## src/rtl/exec_sequencer.sv

```systemverilog
// exec_sequencer: single-issue instruction sequencer. It latches one instruction,
// steps through the ALU, MUL/DIV, memory or branch sequence for it, and then
// returns to IDLE to accept the next one.
// Optional build macro EXEC_SEQ_PERF_CNT_EN adds the retired and stall counters.
module exec_sequencer #(
  parameter int DATAWIDTH   = 32,
  parameter int MD_LATENCY  = 4,
  parameter int MEM_TIMEOUT = 15
) (
  input  logic                 clk_i,
  input  logic                 rst_ni,
  input  logic                 instr_valid_i,
  input  logic [DATAWIDTH-1:0] instr_i,
  output logic                 instr_ready_o,
  output logic                 alu_en_o,
  output logic [3:0]           alu_op_o,
  output logic [4:0]           ra_o,
  output logic [4:0]           rb_o,
  output logic [4:0]           rd_o,
  output logic                 rf_we_o,
  output logic                 mem_req_o,
  output logic                 mem_we_o,
  output logic [12:0]          offset_o,
  input  logic                 mem_ack_i,
  input  logic                 br_taken_i,
  output logic                 pc_load_o,
  output logic                 illegal_o,
  output logic                 timeout_o,
`ifdef EXEC_SEQ_PERF_CNT_EN
  output logic [31:0]          retired_cnt_o,
  output logic [31:0]          stall_cnt_o,
`endif
  output logic                 busy_o
);

  // Opcode map. Codes 12..15 are unassigned and treated as illegal.
  localparam logic [3:0] OP_ADD = 4'd0,  OP_SUB = 4'd1,  OP_AND = 4'd2,  OP_OR  = 4'd3;
  localparam logic [3:0] OP_XOR = 4'd4,  OP_MUL = 4'd5,  OP_DIV = 4'd6,  OP_LW  = 4'd7;
  localparam logic [3:0] OP_SW  = 4'd8,  OP_BEQ = 4'd9,  OP_BGT = 4'd10, OP_BGE = 4'd11;

  typedef struct packed {
    logic [12:0] offset;
    logic [4:0]  ra;
    logic [4:0]  rb;
    logic [4:0]  rd;
    logic [3:0]  op;
  } instr_t;

  typedef enum logic [2:0] {IDLE, EXEC, MULDIV, MEM, BRANCH} state_t;

  state_t     state, nxt;
  instr_t     ir;
  instr_t     in_ins;
  logic [7:0] cnt;
  logic       hs, md_last, mem_last, is_alu;

  assign in_ins   = instr_t'(instr_i);
  assign hs       = instr_valid_i && (state == IDLE);
  assign md_last  = (cnt == 8'(MD_LATENCY - 1));
  assign mem_last = (cnt == 8'(MEM_TIMEOUT - 1));
  assign is_alu   = (ir.op <= OP_XOR);

  // State register
  always_ff @(posedge clk_i) begin
    if (!rst_ni) state <= IDLE;
    else         state <= nxt;
  end

  // Instruction latch on handshake
  always_ff @(posedge clk_i) begin
    if (!rst_ni)  ir <= '0;
    else if (hs)  ir <= in_ins;
  end

  // Cycles spent in the current non-IDLE state (MUL/DIV latency, memory timeout)
  always_ff @(posedge clk_i) begin
    if (!rst_ni || state == IDLE) cnt <= '0;
    else                          cnt <= cnt + 8'd1;
  end

  // Next-state decode
  always_comb begin
    nxt = state;
    case (state)
      IDLE: if (hs) begin
        case (in_ins.op)
          OP_ADD, OP_SUB, OP_AND, OP_OR, OP_XOR: nxt = EXEC;
          OP_MUL, OP_DIV:                        nxt = MULDIV;
          OP_LW, OP_SW:                          nxt = MEM;
          OP_BEQ, OP_BGT, OP_BGE:                nxt = BRANCH;
          default:                               nxt = EXEC;  // illegal pulses from EXEC
        endcase
      end
      EXEC:    nxt = IDLE;
      BRANCH:  nxt = IDLE;
      MULDIV:  if (md_last) nxt = IDLE;
      MEM:     if (mem_ack_i || mem_last) nxt = IDLE;
      default: nxt = IDLE;
    endcase
  end

  // Outputs; single-cycle strobes are masked by rst_ni so a reset aborts them
  always_comb begin
    instr_ready_o = (state == IDLE);
    busy_o        = (state != IDLE);
    alu_op_o      = busy_o ? ir.op     : 4'd0;
    ra_o          = busy_o ? ir.ra     : 5'd0;
    rb_o          = busy_o ? ir.rb     : 5'd0;
    rd_o          = busy_o ? ir.rd     : 5'd0;
    offset_o      = busy_o ? ir.offset : 13'd0;
    alu_en_o      = 1'b0;
    rf_we_o       = 1'b0;
    mem_req_o     = 1'b0;
    mem_we_o      = 1'b0;
    pc_load_o     = 1'b0;
    illegal_o     = 1'b0;
    timeout_o     = 1'b0;
    case (state)
      EXEC: begin
        alu_en_o  = is_alu;
        rf_we_o   = is_alu && rst_ni;
        illegal_o = !is_alu && rst_ni;
      end
      MULDIV: begin
        alu_en_o = 1'b1;
        rf_we_o  = md_last && rst_ni;
      end
      MEM: begin
        mem_req_o = 1'b1;
        mem_we_o  = (ir.op == OP_SW);
        if (ir.op == OP_LW) rd_o = ir.rb;  // load destination comes from the rb field
        rf_we_o   = mem_ack_i && (ir.op == OP_LW) && rst_ni;
        timeout_o = !mem_ack_i && mem_last && rst_ni;
      end
      BRANCH:  pc_load_o = br_taken_i && rst_ni;
      default: ;
    endcase
  end

`ifdef EXEC_SEQ_PERF_CNT_EN
  logic done;
  assign done = (state == EXEC && is_alu) || (state == MULDIV && md_last) ||
                (state == MEM && mem_ack_i) || (state == BRANCH);

  // Retired-instruction and stall counters, wrapping naturally at 2^32
  always_ff @(posedge clk_i) begin
    if (!rst_ni) begin
      retired_cnt_o <= '0;
      stall_cnt_o   <= '0;
    end else begin
      if (done)                            retired_cnt_o <= retired_cnt_o + 32'd1;
      if (instr_valid_i && !instr_ready_o) stall_cnt_o   <= stall_cnt_o + 32'd1;
    end
  end
`endif

endmodule

```

## config.mk

```make
export PLATFORM = sky130hd
export DESIGN_NAME = exec_sequencer
export DESIGN_NICKNAME = d
export VERILOG_FILES = /design/src/rtl/exec_sequencer.sv
export SDC_FILE = /design/constraint.sdc
export NUM_CORES = 1
export LEC_CHECK = 0
export ABC_AREA = 1
export CAP_MARGIN = 20
export CELL_PAD_IN_SITES_DETAIL_PLACEMENT = 1
export CELL_PAD_IN_SITES_GLOBAL_PLACEMENT = 1
export CORE_MARGIN = 2
export CORE_UTILIZATION = 33
export CTS_BUF_LIST = sky130_fd_sc_hd__clkbuf_8
export CTS_CLUSTER_DIAMETER = 200
export DETAILED_ROUTE_END_ITERATION = 6
export PLACE_DENSITY = 0.85
export SLEW_MARGIN = 20
export SYNTH_ARGS = -nofsm -noshare
export SYNTH_HDL_FRONTEND = slang
export SYNTH_SLANG_ARGS = --single-unit
```

## constraint.sdc

```tcl
create_clock -name clk_i -period 3.4 [get_ports clk_i]
set_input_delay 0.68 -clock clk_i [delete_from_list [all_inputs] [get_ports clk_i]]
set_output_delay 0.68 -clock clk_i [all_outputs]
set_load 0.01 [all_outputs]
```

# ---- Yosys cells after proc, flatten, opt, wreduce, memory -nomap -nowiden
# Memory sizes are Yosys's and may differ from the RTL's.
# Index checks and enable logic that the tools add are counted.
dict set report totals {
  regBits 43
  output_inout_bits 41
  mem_bits_rw 0
  input_bits 37
  wordCells 56
  latch_bits 0
  romBits 48
  memories 1
}
dict set report op_classes {
  order_cmp 1
  eq_ne 11
  mul 0
  reduce_logical 17
  shift 0
  n_div 0
  addsub 1
  n_mux 18
  bitwise 0
}
# name words word_bits rd rd_ports_with_merged_regs write_ports line_no
set memory_table {}
lappend memory_table {{(name not given)} 16 3 1 0 0 86} ;# case (in_ins.op)
# cell count
set op_table {}
lappend op_table {{5-bit 2-to-1 mux} 5}
lappend op_table {{13-bit 2-to-1 mux} 1}
lappend op_table {{1-bit logical AND} 9}
lappend op_table {{3-bit 2-to-1 mux} 3}
lappend op_table {{3-bit case mux with 3 select lines} 1}
lappend op_table {{8-bit by 1-bit adder with 8-bit output (second input constant)} 1}
lappend op_table {{8-bit by 2-bit equality test with 1-bit output (second input constant)} 1}
lappend op_table {{8-bit by 4-bit equality test with 1-bit output (second input constant)} 1}
lappend op_table {{3-bit by 2-bit equality test with 1-bit output (second input constant)} 2}
lappend op_table {{1-bit 2-to-1 mux} 5}
lappend op_table {{4-bit by 3-bit equality test with 1-bit output (second input constant)} 1}
lappend op_table {{4-bit equality test (second input constant)} 1}
lappend op_table {{4-bit by 3-bit <= comparator with 1-bit output (second input constant)} 1}
lappend op_table {{4-bit 2-to-1 mux} 1}
lappend op_table {{2-bit != test (second input constant)} 2}
lappend op_table {{3-bit by 1-bit equality test with 1-bit output (second input constant)} 1}
lappend op_table {{3-bit equality test (second input constant)} 1}
lappend op_table {{1-bit logical NOT} 3}
lappend op_table {{3-bit logical NOT} 1}
lappend op_table {{1-bit case mux with 3 select lines} 1}
lappend op_table {{3-bit AND reduction} 1}
lappend op_table {{3-bit nonzero test} 1}
lappend op_table {{1-bit logical OR} 2}
lappend op_table {{2-bit by 1-bit != test with 1-bit output (second input constant)} 1}
lappend op_table {{1-bit case mux with 2 select lines} 1}

# ---- Depth between registers and ports, before layout
# Gate-level depths: netlist of the first run.
dict set report logic_depth {
  word_depth 4
  ltp_mapped 9
  depth_no_buf 9
}

# ---- Worst setup path after synthesis of the first run
# No wires, ideal clock.
dict set report synth_path {
  kind {input to output}
  start {in rst_ni}
  end {out timeout_o}
  t_required_ns 2.720
  arrival_ns 1.231
  cell_stages 2
  path_buffers 0
  setup_slack_ns 1.489
  cell_sequence {inv_1 nor4_1}
}
dict set report synth_via {
  elab_chain_cells 2
}
# element line_no
set synth_rtl {}
lappend synth_rtl {{start: declaration} 11} ;# input logic rst_ni,
lappend synth_rtl {{1-bit logical AND} 133} ;# timeout_o = !mem_ack_i && mem_last && rst_ni;
lappend synth_rtl {{1-bit 2-to-1 mux} 118} ;# case (state)
lappend synth_rtl {{end: declaration} 28} ;# output logic timeout_o,
# No other way between the ends.

# ---- Worst setup path after layout of the first run
dict set report layout_path {
  start {reg state[0]}
  end {out rd_o[4]}
}
dict set report layout_via {
  elab_chain_cells 4
  elab_cells_between_ends 5
  classes_between {1 x eq/ne; 3 x mux; 1 x reduce/logical}
}
# element line_no
set layout_rtl {}
lappend layout_rtl {{start: declaration} 51} ;# state_t state, nxt;
lappend layout_rtl {{start signal: assignment} 66} ;# else state <= nxt;
lappend layout_rtl {{3-bit nonzero test} 105} ;# busy_o = (state != IDLE);
lappend layout_rtl {{5-bit 2-to-1 mux} 109} ;# rd_o = busy_o ? ir.rd : 5'd0;
lappend layout_rtl {{5-bit 2-to-1 mux} 131} ;# if (ir.op == OP_LW) rd_o = ir.rb;
lappend layout_rtl {{5-bit 2-to-1 mux (*)} 118}
lappend layout_rtl {{end: declaration} 19} ;# output logic [4:0] rd_o,
# Every way passes the cells marked *; elsewhere a longest branch is shown, timed or not.

==> results.txt, run 1 <==
largest fanout on the critical path -> 11
final period utilization -> 86.4%
WP data arrival -> 2260 ps
EDFF count, synth -> 0
antenna violations before repair -> 0
slew margin rel. -> 62.7%
share of the synthesized area in the top cell type -> 42.9%
flops & latches, synth -> 43
post-route ant nets -> 0
All-Layer GR Usage -> 18.4%
Multi-input gate area -> 920 µm²
fill cell count -> 732
Clock Skews -> 7.04 ps
post-CTS setup buffers -> 0
final hold slack -> 455 ps
WHS Path Cells -> 2
Starting Density -> 34.1%
row cnt -> 28
vias in the first global route -> 2078
Buf/Inv on CP -> 1
number of max-cap violations -> 0
Setup crit end kind -> output pin
Synth top cells by count -> 51 x nor2_1, 43 x dfxtp_1, 38 x inv_1, 36 x a21oi_1, 33 x o21ai_1
largest family of logic cells by synthesized area -> simple AND/OR/NAND/NOR gates
multiplexer share of the synthesized area -> 0%
TritonCTS clock tree -> yes
Num CTS Buffers -> 5
first-pass GRT wire length -> 9470 µm
Post-Synth Adder-Cell Area -> 1.87%
power per standard cell area -> 546 nW/µm²
Max Slew Vio Count -> 0
FF-to-FF End -> ir[12]
worst skew pair latency -> 290 ps
Worst-Margin Slew -> 557 ps
Initial DRC Count -> 56
Synth Instances -> 285
Net Count, Synth -> 325
Post-Syn Area -> 2000 µm²
P_leak -> 1.12 nW
Synth area leader -> dfxtp_1
worst hold path class -> reg2reg
min Tclk post-route -> 2940 ps
clock sink count -> 43
Max Clk Rate -> 340 MHz
H-tree Lvls -> 2
Ys Warns -> 0
# setup viols final -> 0
status -> completed
ANT cells -> 0
PortBufs -> 77
Post-Synth XOR/XNOR Area -> 0.874%
Die Width -> 81.9 µm
GP Congestion -> 0.768
Clock Path Buffers -> 2
Slowest-stage cell, CP -> clkdlybuf4s50_1
VDD IR-drop max -> 0.203 mV
CP Cell Sequence -> nand2_1 > nor2_2 > nand4_1 > o21ai_1 > clkdlybuf4s50_1
nets@finish -> 401
synthesized area per cell -> 7.03 µm²
die area -> 6710 µm²
WL final -> 5930 µm
Seq/Total Area, Yosys -> 42.9%
wire per inst -> 13.6 µm
main flop type after synthesis -> dfxtp_1
DR vias -> 2093
Synth Area in Compound Gates -> 18.8%
post-DP HPWL -> 4420 µm
Post-Synth Simple-Gate Area -> 24.3%
drt pass-1 iters -> 4
RSZ-0062 raised after global routing -> false
Clock Tree Root -> clkbuf_8
Area growth, synth to finish -> 48.2%
Ports -> 78
Core ar. -> 5890 µm²
post-CTS sizing -> 0
hold path endpoint -> ir[29]
Data required, critical path -> 2720 ps
FFs w/ async S/R, synth -> 0%
GRT overflow -> 0
top-count cell post-synth -> nor2_1
Critical Path Max Stage Delay -> 580 ps
worst hold start -> ir[29]
layout cells sized above 1 -> 6.63%
Post-route DRC -> 0
library cells used by synthesis -> 28
R2R depth -> 7
register-to-register setup slack -> 1330 ps
CP delay by family, top -> simple AND/OR/NAND/NOR gates
startpoint of the worst register-to-register path -> state[0]
Vias per Instance -> 4.79
crit path kind -> reg2out
TNS Setup -> 0 ps
Reg area -> 861 µm²
CP Launch Type -> flop
die height -> 81.9 µm
clock slew at reported path FFs -> 90 ps
Fin. Hold Viols -> 0
pin count of the biggest net entering global routing -> 30
CTS Hold Bufs -> 0
Synth area leaders -> dfxtp_1 43%, nor2_1 9.6%, a21oi_1 9.0%
-- through the flow --
step                      std cells  power (mW)  util (%)  instance area (µm²)  setup slack [ps]
final                           437        1.62      50.5                 2970               461
after global routing            437        1.73      50.5                 2970               241
after floorplan                 285       0.945         -                 2000              1490
after detailed placement        429        1.21      48.4                 2850               483
after CTS                       437        1.65      50.5                 2970               408
after global placement          429        1.20      48.4                 2850               514
-- cells in the final DEF (no fill, tap or decap), drive strengths merged --
cell,instances
clkdlybuf4s50,77
nor2,53
dfxtp,43
inv,42
o21ai,38
a21oi,36
nand2,27
nand3,19
clkbuf,6
buf,5
ha,3
nor3,2
nor3b,2
nor4,2
or2,2
nand4,1
o22ai,1
xor2,1
xnor2,1
bufinv,1
-- report_power, final --
group          total (mW)  switching (mW)  internal [mW]  leakage [nW]
clock network       0.424           0.183          0.242        0.0618
registers           0.611          0.0334          0.578         0.354
logic               0.587           0.325          0.262         0.708
-- logic make-up (layout without fill, tap and decap cells) --
kind of cell | Yosys count | count (layout)
fa+ha+maj | 3 | 3
compound gates | 75 | 75
xor+xnor | 2 | 2
buf+inv | 54 | 131
simple gates | 108 | 108
flops | 43 | 43
-- worst reg2reg max path, cell delays in order, from the launching register on --
cell and delay [ps]:
dfxtp_1 370, inv_2 100, nand2_2 80, nor2_4 380, nand2_2 460, buf_4 350, o21ai_1 160, a21oi_1 60
-- worst max-delay path by stage --
stage | end | cells past startpoint | startpoint
6_report | rd_o[4] | 5 | state[0]
5_1_grt | rd_o[3] | 5 | state[0]
4_1_cts | rd_o[4] | 5 | state[0]
3_5_place_dp | rf_we_o | 6 | rst_ni
3_3_place_gp | timeout_o | 4 | rst_ni
2_1_floorplan | timeout_o | 2 | rst_ni
-- cell type report --
class | count | area share [%]
inverter | 41 | 5.18
tap | 75 | 3.16
clock buffer | 6 | 2.78
sequential | 43 | 29.0
timing repair buffer | 82 | 27.6
multi-input combinational | 188 | 31.0
clock inverter | 2 | 1.31
-- layer usage --
layer | vias up | global-route usage (%) | routed length, µm
met5 | - | 0 | 0
met4 | 0 | 5.83 | 71
met3 | 6 | 3.74 | 223
met2 | 46 | 33.5 | 3050
met1 | 974 | 21.3 | 2590
li1 | 1067 | - | -
-- sequential cells by signal, summed over array words and instances (netlist names) --
| name | count |
|---|---|
| cnt | 8 |
| state | 3 |
| ir | 32 |
No activity file was read; power rests on OpenSTA's default activity.
==> run 2: changes to the inputs <==
Settings changed: CORE_UTILIZATION 33 to 30, PLACE_DENSITY 0.85 to 0.78.
==> results.txt, run 2 (same netlist as run 1, synthesis figures left out) <==
status -> finished with violations
failing checks -> design-rule violations
most frequent cells in the layout -> 77 x clkdlybuf4s50_1, 51 x nor2_1, 43 x dfxtp_1
number of max-cap violations -> 0 (unchanged)
die height -> 85.7 µm (+4.6%)
Post-route DRC -> 5 (+5)
Initial DRC Count -> 77 (+38%)
Largest Register -> ir
CP delay by family, top -> simple AND/OR/NAND/NOR gates
Max Clk Rate -> 333 MHz (-2.2%)
CP Cell Sequence -> nand2_1 > nor2_2 > nand4_1 > o21ai_1 > clkdlybuf4s50_1
post-DP HPWL -> 4710 µm (+6.7%)
Num CTS Buffers -> 5 (unchanged)
WP depth -> 5 (unchanged)
min Tclk post-route -> 3010 ps (+67.5 ps)
die area -> 7350 µm² (+9.5%)
GP Congestion -> 0.749 (-2.5%)
Vias per Instance -> 4.78 (-0.16%)
vias in the first global route -> 2138 (+2.9%)
clock slew at reported path FFs -> 80 ps (about the same)
antenna violations before repair -> 0 (unchanged)
final period utilization -> 88.4% (+2.0 points)
fill cell count -> 811 (+11%)
WL final -> 6120 µm (+3.3%)
Max Slew Vio Count -> 0 (unchanged)
slew margin rel. -> 64.1% (+1.4 points)
Clock Tree Root -> clkbuf_8
Die Width -> 85.7 µm (+4.6%)
Data required, critical path -> 2720 ps (about the same)
R2R depth -> 7 (unchanged)
RSZ-0062 raised after global routing -> false
drt pass-1 iters -> 7 (+3)
Critical Path Max Stage Delay -> 570 ps (about the same)
DR vias -> 2104 (+0.53%)
ANT cells -> 0 (unchanged)
row cnt -> 29 (+3.6%)
TNS Setup -> 0 ps (unchanged)
commonest non-fill, non-tap cell in the layout -> clkdlybuf4s50_1
PortBufs -> 77 (unchanged)
Area growth, synth to finish -> 46.3%
P_leak -> 1.11 nW (-1.5%)
Worst Setup SP -> state[0]
Starting Density -> 31.2% (-2.8 points)
Slowest-stage cell, CP -> clkdlybuf4s50_1
WP data arrival -> 2330 ps (+70 ps)
CP Launch Type -> flop
max reg flops -> 32 (unchanged)
worst skew pair latency -> 300 ps (about the same)
All-Layer GR Usage -> 17.4% (-0.96 points)
largest registers -> ir x32, cnt x8, state x3
Clock Path Buffers -> 2 (unchanged)
first-pass GRT wire length -> 10300 µm (+8.5%)
layout cells sized above 1 -> 6.61% (-0.018 points)
Core ar. -> 6420 µm² (+9.1%)
cell total after placement -> 432 (+0.70%)
H-tree Lvls -> 2 (unchanged)
Buf/Inv on CP -> 1 (unchanged)
worst hold path class -> reg2reg
Multi-input gate area -> 920 µm² (unchanged)
Setup crit end kind -> output pin
VDD IR-drop max -> 0.164 mV (-19%)
clock sink count -> 43 (unchanged)
power per standard cell area -> 516 nW/µm² (-5.6%)
register-to-register setup slack -> 1730 ps (+400 ps)
Worst-Margin Slew -> 537 ps (-20.7 ps)
Ports -> 78 (unchanged)
CTS Hold Bufs -> 0 (unchanged)
final std cells w/o fill -> 440 (+0.69%)
# setup viols final -> 0 (unchanged)
Fin. Hold Viols -> 0 (unchanged)
post-route ant nets -> 0 (unchanged)
largest fanout on the critical path -> 11 (unchanged)
Reg area -> 861 µm² (unchanged)
pin count of the biggest net entering global routing -> 40 (+33%)
WHS Path Cells -> 2 (unchanged)
nets@finish -> 402 (+0.25%)
TritonCTS clock tree -> yes
post-CTS sizing -> 0 (unchanged)
startpoint of the worst register-to-register path -> state[0]
post-CTS setup buffers -> 0 (unchanged)
worst hold start -> ir[14]
crit path kind -> reg2out
Clock Skews -> 8.74 ps (+1.70 ps)
GRT overflow -> 0 (unchanged)
wire per inst -> 13.9 µm (+2.6%)
==> run 2: worst paths after layout <==
path	endpoint
hold / removal	ir[14]
setup / recovery	rd_o[1]
hold reg to reg	ir[14]
setup reg to reg	ir[11]
==> run 2: worst min-delay path: cells and delay by family (launching register included) <==
family          cells  cell delay, ps
flops               1             300
buf+inv             1              60
compound gates      1              50
==> run 2: layout make-up <==
class | instances | area share [%]
Clock buffer | 5 | 2.35
Clock inverter | 3 | 0.555
Inverter | 41 | 5.25
Multi-Input combinational cell | 188 | 31.4
Sequential cell | 43 | 29.4
Tap cell | 77 | 3.29
Timing Repair Buffer | 83 | 27.8
==> run 2: metrics by stage <==
| stage | area (µm²) | hold WS, ps | worst slack (ps) | total power [mW] | util [%] |
|---|---|---|---|---|---|
| 2_1_floorplan | 2000 | 430 | 1490 | 0.945 | - |
| 3_3_place_gp | 2850 | 440 | 477 | 1.19 | 44.3 |
| 3_5_place_dp | 2850 | 448 | 461 | 1.21 | 44.3 |
| 4_1_cts | 2930 | 459 | 367 | 1.53 | 45.6 |
| 5_1_grt | 2930 | 487 | 208 | 1.62 | 45.6 |
| 6_report | 2930 | 456 | 394 | 1.51 | 45.6 |
==> run 2: where the power goes <==
group,switching [mW],internal (mW)
Sequential,0.0335,0.578
Clock,0.181,0.141
Combinational,0.323,0.256
Total,0.538,0.975
==> run 2: layer usage <==
layer | share of wire [%] | GRT usage [%]
met1 | 45 | 21.5
met2 | 49 | 30.6
met3 | 4.4 | 3.56
met4 | 1.2 | 4.91
met5 | 0 | 0
